[config.mk]
export PLATFORM = sky130hd
export DESIGN_NAME = mac_acc4_flat
export DESIGN_NICKNAME = d
export VERILOG_FILES = /design/src/rtl/mac_acc4_if.sv /design/src/rtl/mac_acc4.sv /design/src/flat_wrapper.sv
export SDC_FILE = /design/constraint.sdc
export NUM_CORES = 1
export LEC_CHECK = 0
export ABC_AREA = 0
export CAP_MARGIN = 20
export CELL_PAD_IN_SITES_DETAIL_PLACEMENT = 2
export CELL_PAD_IN_SITES_GLOBAL_PLACEMENT = 2
export CORE_MARGIN = 2
export CORE_UTILIZATION = 30
export CTS_BUF_LIST = sky130_fd_sc_hd__clkbuf_8
export DETAILED_ROUTE_END_ITERATION = 10
export PLACE_DENSITY = 0.77
export SKIP_LAST_GASP = 1
export SLEW_MARGIN = 0
export SYNTH_ARGS = -nofsm -noshare
export SYNTH_HDL_FRONTEND = slang
export SYNTH_SLANG_ARGS = --single-unit
[constraint.sdc]
create_clock -name clk -period 2.5 [get_ports clk]
set_input_delay 0.375 -clock clk [delete_from_list [all_inputs] [get_ports clk]]
set_output_delay 0.375 -clock clk [all_outputs]
set_load 0.01 [all_outputs]
[src/rtl/mac_acc4_if.sv]
// mac_acc4_if: job start, operand-pair and result handshake bundle for mac_acc4.
interface mac_acc4_if #(parameter int ACC_W = 12);
    logic             start;
    logic [3:0]       len;
    logic [3:0]       a;
    logic [3:0]       b;
    logic             in_valid;
    logic             in_ready;
    logic             out_valid;
    logic             out_ready;
    logic [ACC_W-1:0] acc;
    logic             busy;
    modport master(output start, len, a, b, in_valid, out_ready, input in_ready, out_valid, acc, busy);
    modport slave(input start, len, a, b, in_valid, out_ready, output in_ready, out_valid, acc, busy);
endinterface

[src/rtl/mac_acc4.sv]
// mac_acc4: sums len products of 4-bit unsigned pairs through a one-stage product register.
module mac_acc4 #(parameter int ACC_W = 12) (
    input logic      clk,
    input logic      rst,
    mac_acc4_if.slave bus
);
    typedef enum logic [1:0] {IDLE, ACC, DRAIN, DONE} state_t;
    state_t           state, nxt;
    logic [3:0]       cnt;
    logic [7:0]       prod;
    logic             pv;
    logic [ACC_W-1:0] acc_q;
    logic             take;
    logic             go;
    assign take = bus.in_valid && state == ACC;
    assign go   = bus.start && state == IDLE;
    assign bus.acc = acc_q;
    always_comb begin
        nxt           = state;
        bus.in_ready  = state == ACC;
        bus.out_valid = state == DONE;
        bus.busy      = state != IDLE;
        if (go)
            nxt = bus.len == 4'd0 ? DONE : ACC;
        else if (take && cnt == 4'd1)
            nxt = DRAIN;
        else if (state == DRAIN)
            nxt = DONE;
        else if (state == DONE && bus.out_ready)
            nxt = IDLE;
    end
    // The final product lands in acc on the DRAIN edge, so DONE always sees the full sum.
    always_ff @(posedge clk) begin
        if (rst) begin
            state <= IDLE;
            cnt   <= '0;
            prod  <= '0;
            pv    <= 1'b0;
            acc_q <= '0;
        end else begin
            state <= nxt;
            pv    <= take;
            if (take) begin
                prod <= {4'b0, bus.a} * {4'b0, bus.b};
                cnt  <= cnt - 4'd1;
            end
            if (go) begin
                acc_q <= '0;
                cnt   <= bus.len;
            end else if (pv)
                acc_q <= acc_q + ACC_W'(prod);
        end
    end
endmodule

[src/flat_wrapper.sv]
// flat-port wrapper written by rule: the top's interface ports become plain ports
module mac_acc4_flat 
#(parameter int ACC_W = 12)
  (clk, rst, bus_start, bus_len, bus_a, bus_b, bus_in_valid, bus_out_ready, bus_in_ready, bus_out_valid, bus_acc, bus_busy);
  mac_acc4_if #(.ACC_W(ACC_W)) bus_i ();
  input logic clk;
  input logic rst;
  input wire logic [$bits(bus_i.start)-1:0] bus_start;
  input wire logic [$bits(bus_i.len)-1:0] bus_len;
  input wire logic [$bits(bus_i.a)-1:0] bus_a;
  input wire logic [$bits(bus_i.b)-1:0] bus_b;
  input wire logic [$bits(bus_i.in_valid)-1:0] bus_in_valid;
  input wire logic [$bits(bus_i.out_ready)-1:0] bus_out_ready;
  output wire logic [$bits(bus_i.in_ready)-1:0] bus_in_ready;
  output wire logic [$bits(bus_i.out_valid)-1:0] bus_out_valid;
  output wire logic [$bits(bus_i.acc)-1:0] bus_acc;
  output wire logic [$bits(bus_i.busy)-1:0] bus_busy;
  assign bus_i.start = bus_start;
  assign bus_i.len = bus_len;
  assign bus_i.a = bus_a;
  assign bus_i.b = bus_b;
  assign bus_i.in_valid = bus_in_valid;
  assign bus_i.out_ready = bus_out_ready;
  assign bus_in_ready = bus_i.in_ready;
  assign bus_out_valid = bus_i.out_valid;
  assign bus_acc = bus_i.acc;
  assign bus_busy = bus_i.busy;
  mac_acc4 #(.ACC_W(ACC_W)) u_core (.clk(clk), .rst(rst), .bus(bus_i));
endmodule
==> results by group <==
Status
  • Status: completed

Yosys
  • Largest area contributor in the netlist: dfxtp_1
  • Share of the synthesized area in the top cell type: 26.4%
  • EDFF count, synth: 0
  • Synth area leaders: dfxtp_1, ha_1, nand2_1
  • Syn avg cell area: 8.29 um2
  • Unique masters post-synth: 51
  • Syn Inst Count: 247
  • Ys flop type: dfxtp_1
  • Post-Synthesis Net Count: 291
  • Ys Warns: 0
  • Post-synthesis cell area: 0.00205 mm2
  • Seq/Total Area, Yosys: 26.4%
  • Post-synth ARST share: 0%
  • Synth Register Bits: 27

Floorplanning
  • Initial Util: 30.7%
  • Die ar.: 0.00750 mm2
  • Io pins: 32
  • CORE AREA: 0.00668 mm2
  • Cell row count: 30
  • Die span in x: 86.6 um
  • Die height: 86.6 um

Placed design
  • Post-place instance area: 0.00252 mm2
  • PortBufs: 31
  • Pre-CTS setup slack: -736 ps
  • Placed Cells: 362
  • Final GP Congestion: 0.768
  • Final HPWL DP: 4.64 mm

Routing
  • Antenna viol nets, final: 0
  • Initial DRC count: 45
  • Pre-Repair DR Iteration Count: 4
  • Vias/cell: 5.16
  • Detailed-route DRC error count: 0
  • WL final: 5.62 mm
  • Average wire per standard cell: 15.4 um
  • DR vias: 1887

Critical path
  • Critical-path cell list: clkbuf_2, nand2_2, fa_1, fa_2, inv_2, ha_4, a21o_1, a211oi_2, nor2_1, nand2_1, o211ai_1
  • Crit path DAT: 2530 ps
  • Startpoint class of the critical path: input pin
  • Buf/Inv on CP: 2
  • CP required: around 2700 ps
  • CP delay by family, top: adder cells
  • Setup crit end kind: register
  • Slowest stage delay, CP: 590 ps
  • CP max stage cell: fa_2
  • Worst Path Max Fanout: 2
  • Critical path class: in2reg

Global route
  • Total track usage: 16.1%
  • GRT overflow: 0
  • Global-route wire length before repair: between 9 and 10 mm
  • Antenna violations before repair: 0
  • Vias in the first global route: 2050
  • Largest net degree at the start of global routing: 15

Clocking
  • CTS tree: built
  • Hold Buf Count CTS: 0
  • CTS Buffer Depth: 2
  • Inserted Clock Buffers: 3
  • Clock insertion delay at the later pin of the skew report: between 200 and 300 ps
  • Buffers inserted by post-CTS timing repair: 0
  • TritonCTS sink count: 27
  • Root buf cell: clkbuf_8
  • Clock-pin slew on the worst setup and hold paths: 100 ps
  • CTS H-Tree Depth: 1

Min path
  • Hold Crit Class: reg2reg

Timing
  • Worst Tran Pin Value: 538 ps
  • Final Cycle Share: 95.3%
  • Max-slew violations: 0
  • Clock skew: 4.50 ps
  • Smallest hold slack: about 470 ps
  • Worst slew margin: 64.1%
  • Final setup vio count: 0
  • Fmax: between 400 and 500 MHz
  • RSZ-0062 raised after global routing: no
  • Setup TNS: 0 ps
  • Tmin final: 2380 ps
  • Final hold vios: 0
  • Setup ws final: approximately 120 ps

Cells and area
  • Antenna Cells: 0
  • Commonest non-fill, non-tap cell in the layout: dfxtp_1
  • Final nets: 331
  • Final Cell Area: around 0.0026 mm2
  • Filler cell count: 779
  • Fin cells: around 370
  • P&R area growth vs syn: 25.6%
  • Area of the multi-input gates: 0.00141 mm2
  • Commonest non-fill, non-tap cells in the layout: dfxtp_1, nand2_1, clkdlybuf4s50_1
  • Sequential cell area: 541 um2
  • Ratio of cells with drive above 1 in the final layout: 16.8%

Power and ir drop
  • Power Density: 415 mW/mm2
  • Pleak: between 0.001 and 0.0015 uW
  • VDD IR max: 0.183 mV

Run
  • Maxcap violations: 0
-- synth_stat cells, types with 2 or more instances --
cell type and n:
fa_1 5, buf_2 6, clkbuf_1 2, nand2_1 30
a31oi_1 5, buf_6 2, xnor2_1 4, nand3b_1 5
o21a_1 2, inv_1 19, a21o_1 3, a21oi_1 18
a211oi_1 5, nand3_1 8, mux2i_1 5, dfxtp_1 27
and2_1 11, ha_1 22, xor2_1 5, nor2_2 2
o21ai_0 7, nor3_1 4, nor2_1 22
-- logic make-up (layout without fill, tap and decap cells) --
group                      Yosys count  after routing  share of synthesized area, %
DFF                                 27             27                          26.4
buffers and inverters               30             69                          6.60
AOI/OAI and AO/OA                   52             52                          17.8
and+or+nand+nor                     95             95                          23.5
adders and majority gates           27             27                          18.3
xor gates and xnor gates             9              9                          3.85
muxes                                7              7                          3.54
-- per-stage QoR --
stage	util [%]	power, uW
detailed placement	37.7	817
global route	38.5	1150
floorplan	-	695
CTS	38.5	1080
finish	38.5	1070
global placement	37.7	800
-- flip-flops by register name, indices dropped and copies added, names as in the netlist --
signal and flops:
u_core.prod 8, u_core.pv 1, u_core.bus.acc 12, u_core.state 2, u_core.cnt 4
-- path summary, 6_finish.rpt --
kind                                   startpoint           endpoint  slack, ps  depth (start not counted)
worst max register to register  u_core.bus.acc[0]  u_core.bus.acc[6]        420                          8
worst min register to register     u_core.prod[2]     u_core.prod[2]        470                          2
worst max-delay path                     bus_b[2]     u_core.prod[7]        120                         11
worst min-delay path               u_core.prod[2]     u_core.prod[2]        470                          2
-- report_power, final --
part / total, uW / switching, uW / internal, uW
Sequential: 478 / 26.1 / 452
Clock: 257 / 147 / 110
Combinational: 332 / 177 / 155
Total: 1070 / 350 / 717
-- final cells by class --
| cell class | instances | share of cell area [%] |
|---|---|---|
| Clock inverter | 1 | 0.146 |
| Multi-Input combinational cell | 190 | 54.9 |
| Inverter | 19 | 2.77 |
| Timing Repair Buffer | 46 | 15.7 |
| Clock buffer | 3 | 1.61 |
| Sequential cell | 27 | 21.0 |
| Tap cell | 80 | 3.89 |
-- repair_timing --
action	in CTS	in global routing
pin swaps	13	8
setup endpoints to repair	4	4
gates resized for setup	19	15
-- metal layers --
metal	up-vias	routed length, um	part of all wire, %	global-route usage [%]
li1	933	-	-	-
met1	936	2620	47	20.4
met2	18	2910	52	29.9
met3	0	86	1.5	1.71
met4	0	0	0	2.13
met5	-	0	0	0
-- worst reg2reg max path: stages (launching register included) --
cell and delay [ps]:
dfxtp_1 370, ha_1 220, inv_1 70, fa_1 410, nand2b_1 190, a21oi_1 230
a31oi_1 140, mux2_2 300, o311ai_1 70
(Power assumes the default switching activity.)
